[config.mk]
export PLATFORM = sky130hd
export DESIGN_NAME = var_state_trail
export DESIGN_NICKNAME = d
export VERILOG_FILES = /design/src/rtl/var_state_pkg.sv /design/src/rtl/trail_stack.sv /design/src/rtl/var_state_trail.sv
export SDC_FILE = /design/constraint.sdc
export NUM_CORES = 2
export LEC_CHECK = 0
export BUFFER_PORTS_ARGS = -buffer_cell sky130_fd_sc_hd__buf_2
export CAP_MARGIN = 20
export CELL_PAD_IN_SITES_DETAIL_PLACEMENT = 2
export CELL_PAD_IN_SITES_GLOBAL_PLACEMENT = 2
export CORE_ASPECT_RATIO = 0.7
export CORE_MARGIN = 4
export CORE_UTILIZATION = 45
export CTS_CLUSTER_DIAMETER = 150
export DETAILED_ROUTE_END_ITERATION = 8
export HOLD_SLACK_MARGIN = 0.02
export PLACE_DENSITY = 0.81
export SLEW_MARGIN = 20
export SYNTH_ARGS = -nofsm -noshare
export SYNTH_HDL_FRONTEND = slang
export SYNTH_SLANG_ARGS = --single-unit
[constraint.sdc]
create_clock -name clock -period 10.1 [get_ports clock]
set_clock_uncertainty 0.1 [all_clocks]
set_input_delay 0 -clock clock [delete_from_list [all_inputs] [get_ports clock]]
set_output_delay 0 -clock clock [all_outputs]
set_load 0.05 [all_outputs]
[src/rtl/var_state_pkg.sv]
// Shared types and default constants for the variable state / trail block.
package var_state_pkg;

  localparam int DEF_NUM_VARS     = 64;
  localparam int DEF_NUM_RD_PORTS = 5;
  localparam int DEF_MAX_LEVEL    = 63;

  // Stored level field is sized for the largest supported MAX_LEVEL (255);
  // the top zero-extends incoming levels and truncates on the read ports.
  localparam int LVL_W_MAX = 8;

  typedef struct packed {
    logic                 unassign;
    logic                 val;
    logic [LVL_W_MAX-1:0] level;
  } var_entry_t;

  typedef enum logic [1:0] {
    ST_IDLE = 2'd0,
    ST_POP  = 2'd1,
    ST_DONE = 2'd2
  } bt_state_e;

  localparam var_entry_t ENTRY_CLEAR = '{unassign: 1'b1, val: 1'b0, level: '0};

  // Build the entry stored for a freshly assigned variable.
  function automatic var_entry_t make_entry(input logic v, input logic [LVL_W_MAX-1:0] l);
    var_entry_t e;
    e.unassign = 1'b0;
    e.val      = v;
    e.level    = l;
    return e;
  endfunction

endpackage

[src/rtl/trail_stack.sv]
// LIFO of assigned variable indices, in assignment order.
module trail_stack #(
  parameter  int DEPTH = 64,
  parameter  int W     = 6,
  localparam int AW    = $clog2(DEPTH),
  localparam int CW    = AW + 1
) (
  input  logic          clock,
  input  logic          reset,
  input  logic          push_i,
  input  logic [W-1:0]  push_data_i,
  input  logic          pop_i,
  output logic [W-1:0]  top_o,
  output logic [CW-1:0] count_o,
  output logic          empty_o,
  output logic          full_o
);

  logic [W-1:0]  mem_q [DEPTH];
  logic [CW-1:0] cnt_q;
  logic [AW-1:0] top_idx;

  assign count_o = cnt_q;
  assign empty_o = (cnt_q == CW'(0));
  assign full_o  = (cnt_q == CW'(DEPTH));
  assign top_idx = AW'(cnt_q - CW'(1));

  // Top-of-stack view; an empty stack presents index 0 so callers never see X.
  always_comb begin
    top_o = '0;
    if (!empty_o) begin
      top_o = mem_q[top_idx];
    end else begin
      top_o = '0;
    end
  end

  // Push has priority; pushes when full and pops when empty are ignored so the pointer never wraps.
  always_ff @(posedge clock) begin
    if (reset) begin
      for (int i = 0; i < DEPTH; i++) begin
        mem_q[i] <= '0;
      end
      cnt_q <= '0;
    end else if (push_i && !full_o) begin
      mem_q[AW'(cnt_q)] <= push_data_i;
      cnt_q             <= cnt_q + CW'(1);
    end else if (pop_i && !empty_o) begin
      cnt_q <= cnt_q - CW'(1);
    end else begin
      cnt_q <= cnt_q;
    end
  end

endmodule

[src/rtl/var_state_trail.sv]
// Per-variable assignment state with a trail and a backtrack engine that
// unassigns trail entries above a target decision level, one per cycle.
module var_state_trail
  import var_state_pkg::*;
#(
  parameter  int NUM_VARS     = DEF_NUM_VARS,
  parameter  int NUM_RD_PORTS = DEF_NUM_RD_PORTS,
  parameter  int MAX_LEVEL    = DEF_MAX_LEVEL,
  localparam int VB           = $clog2(NUM_VARS),
  localparam int LB           = $clog2(MAX_LEVEL + 1)
) (
  input  logic                             clock,
  input  logic                             reset,
  input  logic                             wr_en,
  input  logic [VB-1:0]                    wr_var,
  input  logic                             wr_val,
  input  logic [LB-1:0]                    wr_level,
  input  logic [NUM_RD_PORTS-1:0]          rd_en,
  input  logic [NUM_RD_PORTS-1:0][VB-1:0]  rd_var,
  output logic [NUM_RD_PORTS-1:0]          rd_val,
  output logic [NUM_RD_PORTS-1:0]          rd_unassign,
  output logic [NUM_RD_PORTS-1:0][LB-1:0]  rd_level,
  input  logic                             bt_req,
  input  logic [LB-1:0]                    bt_level,
  output logic                             busy,
  output logic                             bt_done,
  output logic [VB:0]                      trail_count,
  output logic                             err_double,
  output logic                             err_full,
  output logic                             err_busy
);

  var_entry_t           state_q [NUM_VARS];
  bt_state_e            fsm_q;
  logic [LB-1:0]        target_q;
  logic                 busy_q;
  logic                 bt_done_q;
  logic                 err_double_q;
  logic                 err_full_q;
  logic                 err_busy_q;

  logic [VB-1:0]        trail_top;
  logic [VB:0]          trail_cnt;
  logic                 trail_empty;
  logic                 trail_full;
  logic [LVL_W_MAX-1:0] top_level;
  logic                 wr_unassigned;

  logic                 wr_try;
  logic                 wr_ok;
  logic                 wr_double_d;
  logic                 wr_full_d;
  logic                 busy_err_d;
  logic                 pop_go;

  assign wr_unassigned = state_q[wr_var].unassign;
  assign top_level     = state_q[trail_top].level;

  // A write competes with nothing only when no backtrack is running or being requested.
  assign wr_try      = wr_en && !busy_q && !bt_req;
  assign wr_double_d = wr_try && !wr_unassigned;
  assign wr_full_d   = wr_try && wr_unassigned && trail_full;
  assign wr_ok       = wr_try && wr_unassigned && !trail_full;
  assign busy_err_d  = (busy_q && (wr_en || bt_req)) || (!busy_q && wr_en && bt_req);

  // Pop the newest trail entry while it sits strictly above the target level.
  assign pop_go = (fsm_q == ST_POP) && !trail_empty &&
                  (top_level > LVL_W_MAX'(target_q));

  trail_stack #(
    .DEPTH (NUM_VARS),
    .W     (VB)
  ) u_trail (
    .clock       (clock),
    .reset       (reset),
    .push_i      (wr_ok),
    .push_data_i (wr_var),
    .pop_i       (pop_go),
    .top_o       (trail_top),
    .count_o     (trail_cnt),
    .empty_o     (trail_empty),
    .full_o      (trail_full)
  );

  // Read ports see the stored state only; same-cycle writes are not forwarded.
  always_comb begin
    for (int p = 0; p < NUM_RD_PORTS; p++) begin
      rd_val[p]      = 1'b0;
      rd_unassign[p] = 1'b1;
      rd_level[p]    = '0;
      if (rd_en[p]) begin
        rd_val[p]      = state_q[rd_var[p]].val;
        rd_unassign[p] = state_q[rd_var[p]].unassign;
        rd_level[p]    = state_q[rd_var[p]].level[LB-1:0];
      end else begin
        rd_val[p]      = 1'b0;
        rd_unassign[p] = 1'b1;
        rd_level[p]    = '0;
      end
    end
  end

  // Variable state array: accepted writes assign, backtrack pops clear; the two never coincide.
  always_ff @(posedge clock) begin
    if (reset) begin
      for (int i = 0; i < NUM_VARS; i++) begin
        state_q[i] <= ENTRY_CLEAR;
      end
    end else if (wr_ok) begin
      state_q[wr_var] <= make_entry(wr_val, LVL_W_MAX'(wr_level));
    end else if (pop_go) begin
      state_q[trail_top] <= ENTRY_CLEAR;
    end else begin
      state_q[0] <= state_q[0];
    end
  end

  // Backtrack sequencer with registered busy and completion pulse.
  always_ff @(posedge clock) begin
    if (reset) begin
      fsm_q     <= ST_IDLE;
      target_q  <= '0;
      busy_q    <= 1'b0;
      bt_done_q <= 1'b0;
    end else begin
      case (fsm_q)
        ST_IDLE, ST_DONE: begin
          bt_done_q <= 1'b0;
          if (bt_req) begin
            target_q <= bt_level;
            fsm_q    <= ST_POP;
            busy_q   <= 1'b1;
          end else begin
            fsm_q    <= ST_IDLE;
            busy_q   <= 1'b0;
          end
        end
        ST_POP: begin
          if (!pop_go) begin
            fsm_q     <= ST_DONE;
            busy_q    <= 1'b0;
            bt_done_q <= 1'b1;
          end else begin
            fsm_q     <= ST_POP;
            bt_done_q <= 1'b0;
          end
        end
        default: begin
          fsm_q     <= ST_IDLE;
          busy_q    <= 1'b0;
          bt_done_q <= 1'b0;
        end
      endcase
    end
  end

  // One-cycle error pulses for dropped requests.
  always_ff @(posedge clock) begin
    if (reset) begin
      err_double_q <= 1'b0;
      err_full_q   <= 1'b0;
      err_busy_q   <= 1'b0;
    end else begin
      err_double_q <= wr_double_d;
      err_full_q   <= wr_full_d;
      err_busy_q   <= busy_err_d;
    end
  end

  assign busy        = busy_q;
  assign bt_done     = bt_done_q;
  assign trail_count = trail_cnt;
  assign err_double  = err_double_q;
  assign err_full    = err_full_q;
  assign err_busy    = err_busy_q;

endmodule

* Word level (Yosys, flattened, before mapping) *
Memory sizes are Yosys's and may differ from the RTL's.
Cells that the tools add are included.

word-level totals
  register bits = 20
  RAM bits = 1024
  output and inout port bits = 52
  memories kept = 2

cells by class
  $add $sub $neg = 2
  $lt $le $gt $ge = 1
  equality and inequality tests = 5
  mux-type cells = 50
  bitwise gates (word level) = 2
  reductions and logical operators = 29

memory list
  memory         depth  width  read ports  clocked after memory_dff  wr ports  line                   RTL
  state_q        64     10     7           0                         64        var_state_trail.sv:33  var_entry_t state_q [NUM_VARS];
  u_trail.mem_q  64     6      1           0                         64        trail_stack.sv:19      logic [W-1:0] mem_q [DEPTH];

operator list
  operator                                                            number
  6-bit 2-to-1 mux                                                    10
  1-bit 2-to-1 mux                                                    32
  10-bit 2-to-1 mux                                                   3
  10-bit OR reduction                                                 2
  7-bit 2-to-1 mux                                                    2
  1-bit logical AND                                                   12
  8-bit by 6-bit greater-than comparator with 1-bit output            1
  7-bit by 1-bit adder with 7-bit output, second input constant       1
  7-bit == test, second input constant                                1
  7-bit zero test                                                     1
  7-bit by 1-bit subtractor with 7-bit output, second input constant  1
  6-bit OR reduction                                                  1
  1-bit zero test                                                     5
  2-bit case mux with 2 select lines                                  1
  2-bit AND reduction                                                 2
  2-bit OR reduction                                                  2
  2-bit by 1-bit == test with 1-bit output, second input constant     1
  2-bit == test, second input constant                                1
  2-bit zero test                                                     1
  1-bit logical OR                                                    2
  2-bit 2-to-1 mux                                                    1
  2-bit inequality test, second input constant                        1
  1-bit case mux with 2 select lines                                  1
  2-bit nonzero test                                                  1
  3 further kinds                                                     3

* Logic depth before layout (Yosys ltp) *
An unclocked memory read counts as a cell.

  depth after elaboration = 14
  gate-level depth with buffers = 38
  depth with buffers taken out = 23

* Cells and area by module *
Synthesis repeated with hierarchy kept, for this count alone.

second synthesis, totals
  cells, all modules = 3999
  area, all modules = 62387.3 µm²

by module, submodules not included
  module           instances  cells an instance  area an instance (µm²)  seq. area each (µm²)
  var_state_trail  1          2694               43668.1                 15635.0
  trail_stack      1          1305               18719.2                 11671.2

* Worst setup path after synthesis *
OpenSTA, ideal clock, no wires.

  kind = reg-to-reg
  start = register u_trail.cnt_q[0] (netlist: u_trail.count_o[0])
  end = memory state_q[52][0] (netlist name), enable pin
  library setup time = 384 ps
  arrival = 8012 ps
  path slack = 1604 ps
  stages on the path, launching flop included = 32
  path buffers = 13
  cell sequence = dfxtp_1 > buf_4 > buf_6 > buf_6 > buf_4 > buf_4 > inv_1 > ha_1 > buf_2 > buf_2 > clkbuf_1 > mux4_2 > mux4_2 > o2111ai_1 > o31ai_1 > buf_2 > buf_2 > buf_4 > mux2i_1 > o22ai_1 > o21bai_1 > o21ai_1 > or4b_1 > ha_1 > and4_1 > a311oi_1 > o2111ai_4 > buf_6 > clkbuf_1 > nor2_1 > a22oi_1 > o21ai_0

RTL lines
  what                      line                   RTL
  start: declaration        trail_stack.sv:20      logic [CW-1:0] cnt_q;
  start signal: assignment  trail_stack.sv:47      cnt_q <= cnt_q + CW'(1);
  start signal: assignment  trail_stack.sv:49      cnt_q <= cnt_q - CW'(1);
  start signal: assignment  trail_stack.sv:51      cnt_q <= cnt_q;
  end: declaration          var_state_trail.sv:33

==> metrics <==
unrepaired setup endpoints after global routing=no; largest family of logic cells by synthesized area=multiplexers; synthesized-area fraction occupied by and/or/nand/nor cells=about an eighth; largest incremental delay on the critical path=630 ps; count of input and output buffers=between 100 and 150; mean routed wirelength per cell=51.1 um; number of optimization iterations in the first detailed-route pass=8; pin count of the biggest net entering global routing=92; number of buffers on the longest clock path=3; most common cell after layout, fill and taps aside=sky130_fd_sc_hd__mux4_2; violation count after the first detailed-route iteration=10910; area added between synthesis and finish=9.94%; final design instance area without fill=between 60000 and 70000 um2; peak clock frequency supported by timing=98.2 MHz; multiplexer area fraction after synthesis=37.7%; clk_lat worst skew=780 ps; Slowest cell on crit path=sky130_fd_sc_hd__and2_2; Starting Density=45.4%; TritonCTS clock tree=done; area share of the largest cell type after synthesis=between 40 and 50%; worst setup path category=reg2reg; final worst path period need=10190 ps; final number of hold-violating endpoints=0; number of max-capacitance violations reported=0; global routing usage summed across all routing layers=42.9%; Rows=about 110; final weighted congestion in routability-driven placement=1.03; clock buffer count from CTS=97; gate family responsible for the most delay along the worst path=simple AND/OR/NAND/NOR gates; aggregate global routing overflow=0; highest net fanout along the worst path=74; wire length of the first global-routing pass=433000 um; share of the synthesized netlist area taken by xor and xnor gates=0.0838%; Period Utilization, post-route=101%; total setup buffers inserted after CTS=0; crit path capture type=flop; register area share after synthesis=43.6%; cell types occupying the most area after synthesis=sky130_fd_sc_hd__edfxtp_1, sky130_fd_sc_hd__mux4_2, sky130_fd_sc_hd__and3_1; async set or reset register ratio after synthesis=0%; predominant post-synthesis flop cell=sky130_fd_sc_hd__edfxtp_1; buffers plus inverters on the worst setup path=5; fin. max-slew vios=0; Residual DRC=0; die outline area=145000 um2; wire length after detailed routing=between 300000 and 400000 um; worst-margin pin slew=~1200 ps; Syn Area/Cell=14.5 um2; Final setup viols=8; setup slack after layout=-87.3 ps; post-route total power=between 15 and 20 mW; failing checks=negative setup slack; number of routed nets with antenna violations=0; count of yosys warnings during synthesis=0; Netlist cell types=71; compound-cell area share of the yosys netlist=3.12%; flops & latches, synth=916; Worst setup SP type=flop; relative slew slack=19.0%; Pleak=24.4 nW; post-synthesis instance total=4309; Post-synth EDFFs=896; overall via count from detail_route=~52000; Arrival @ worst endpoint=10470 ps; total placed instance area=65400 um2; clock-pin slew of the registers on the worst-case setup and hold paths=70 ps; Via density=about 8.3; GR Util met1=54.8%; biggest area consumer among synthesized cells=sky130_fd_sc_hd__edfxtp_1; post-DP HPWL=around 210000 um; Sink Count=916; die outline width=~450 um; status=finished with violations; met3 global-route usage=26.2%; clock root buffer master=sky130_fd_sc_hd__clkbuf_16; post-synth net total=between 4000 and 5000; vias in the first global route=50505; commonest non-fill, non-tap cells in the layout=sky130_fd_sc_hd__mux4_2, sky130_fd_sc_hd__edfxtp_1, sky130_fd_sc_hd__and3_1; largest vdd supply drop=0.000387 V; post-synthesis instance area=~63000 um2; WP data required=10380 ps; cell with the most instances on the worst path=sky130_fd_sc_hd__o21a_1; maximum level of the CTS H-tree=3; net count of the finished layout=around 4300; routing usage on met2=57.5%; Pwr per Cell Area=234 nW/um2; GRT Max-Usage Layer=met2; antenna violations before repair=67; core area=138000 um2; I/O pins=110; type of the worst min-delay path=in2reg; share of post-route cells with drive strength above 1=34.9%; post-synthesis adder-cell area fraction=less than 1%; y dimension of the die=320 um
[report_power, final]
group	total (mW)	internal [mW]	switching [mW]
logic	7.92	2.60	5.32
registers	4.53	4.31	0.220
clock network	3.67	1.95	1.72
total	16.1	8.87	7.25
[Yosys cell counts, drive strengths merged (20+ instances only)]
cell type and instances:
nor2 181, and2 177, dfxtp 20, buf 143
edfxtp 896, a32oi 48, o22ai 51, nand2 260
mux2i 177, nor3 99, nand3 35, clkbuf 395
mux4 964, o21ai 126, and3 524
[repair_timing]
item | in CTS | in global routing
endpoints found under the setup margin | 0 | 8
hold endpoints to repair | 230 | 0
hold buffers | 34 | 0
gates resized for setup | 0 | 1
[worst min-delay path, cell delays in order]
cell                     delay (ps)
sky130_fd_sc_hd__buf_2          100
sky130_fd_sc_hd__buf_4          390
sky130_fd_sc_hd__and2_1         280
[sequential cells by signal (all words and copies together), names as in the netlist]
register and flops:
err_double 1, state_q 512, bt_done 1, fsm_q 2, err_busy 1, busy 1
u_trail.mem_q 384, err_full 1, u_trail.count_o 7, target_q 6
[per-stage QoR]
step	utilization, %	setup WS [ps]	hold WS (ps)	setup TNS (ps)	instances
after CTS	49.8	324	32.9	0	6158
after global placement	47.3	845	167	0	5950
after detailed placement	47.3	534	193	0	5950
after global routing	49.8	47.3	70.2	0	6178
final	49.9	-87.3	106	-492	6201
after floorplan	-	1600	38.6	0	4309
[cell type report]
type / instances / area (um2)
clock inverter: 55 / 505
clock buffer: 119 / 2520
fill: 12491 / 69300
timing repair buffer: 358 / 2720
multi-input combinational: 2835 / 33400
sequential: 916 / 27300
inverter: 20 / 77.6
antenna: 42 / 105
tap: 1856 / 2320
[final timing paths]
check,start,end,slack [ps],depth (start not counted)
worst min-delay path,wr_level[0],state_q[55][0],110,3
worst max register to register,u_trail.count_o[1],state_q[33][0],-90,26
worst max-delay path,u_trail.count_o[1],state_q[33][0],-90,26
worst min register to register,u_trail.count_o[6],u_trail.count_o[6],520,2
[layer usage]
metal | vias up | share of wire [%]
li1 | 17668 | -
met1 | 27035 | 34
met2 | 5712 | 40
met3 | 1296 | 19
met4 | 64 | 6.2
met5 | - | 0.34
[logic make-up (layout without fill, tap and decap cells)]
group	count (synthesis)	after routing
AOI/OAI and AO/OA	298	298
xor gates and xnor gates	6	6
adders and majority gates	8	8
buffers and inverters	558	552
DFF	916	916
muxes	1156	1156
other	0	42
and+or+nand+nor	1367	1367
No activity file was read; power rests on OpenSTA's default activity.
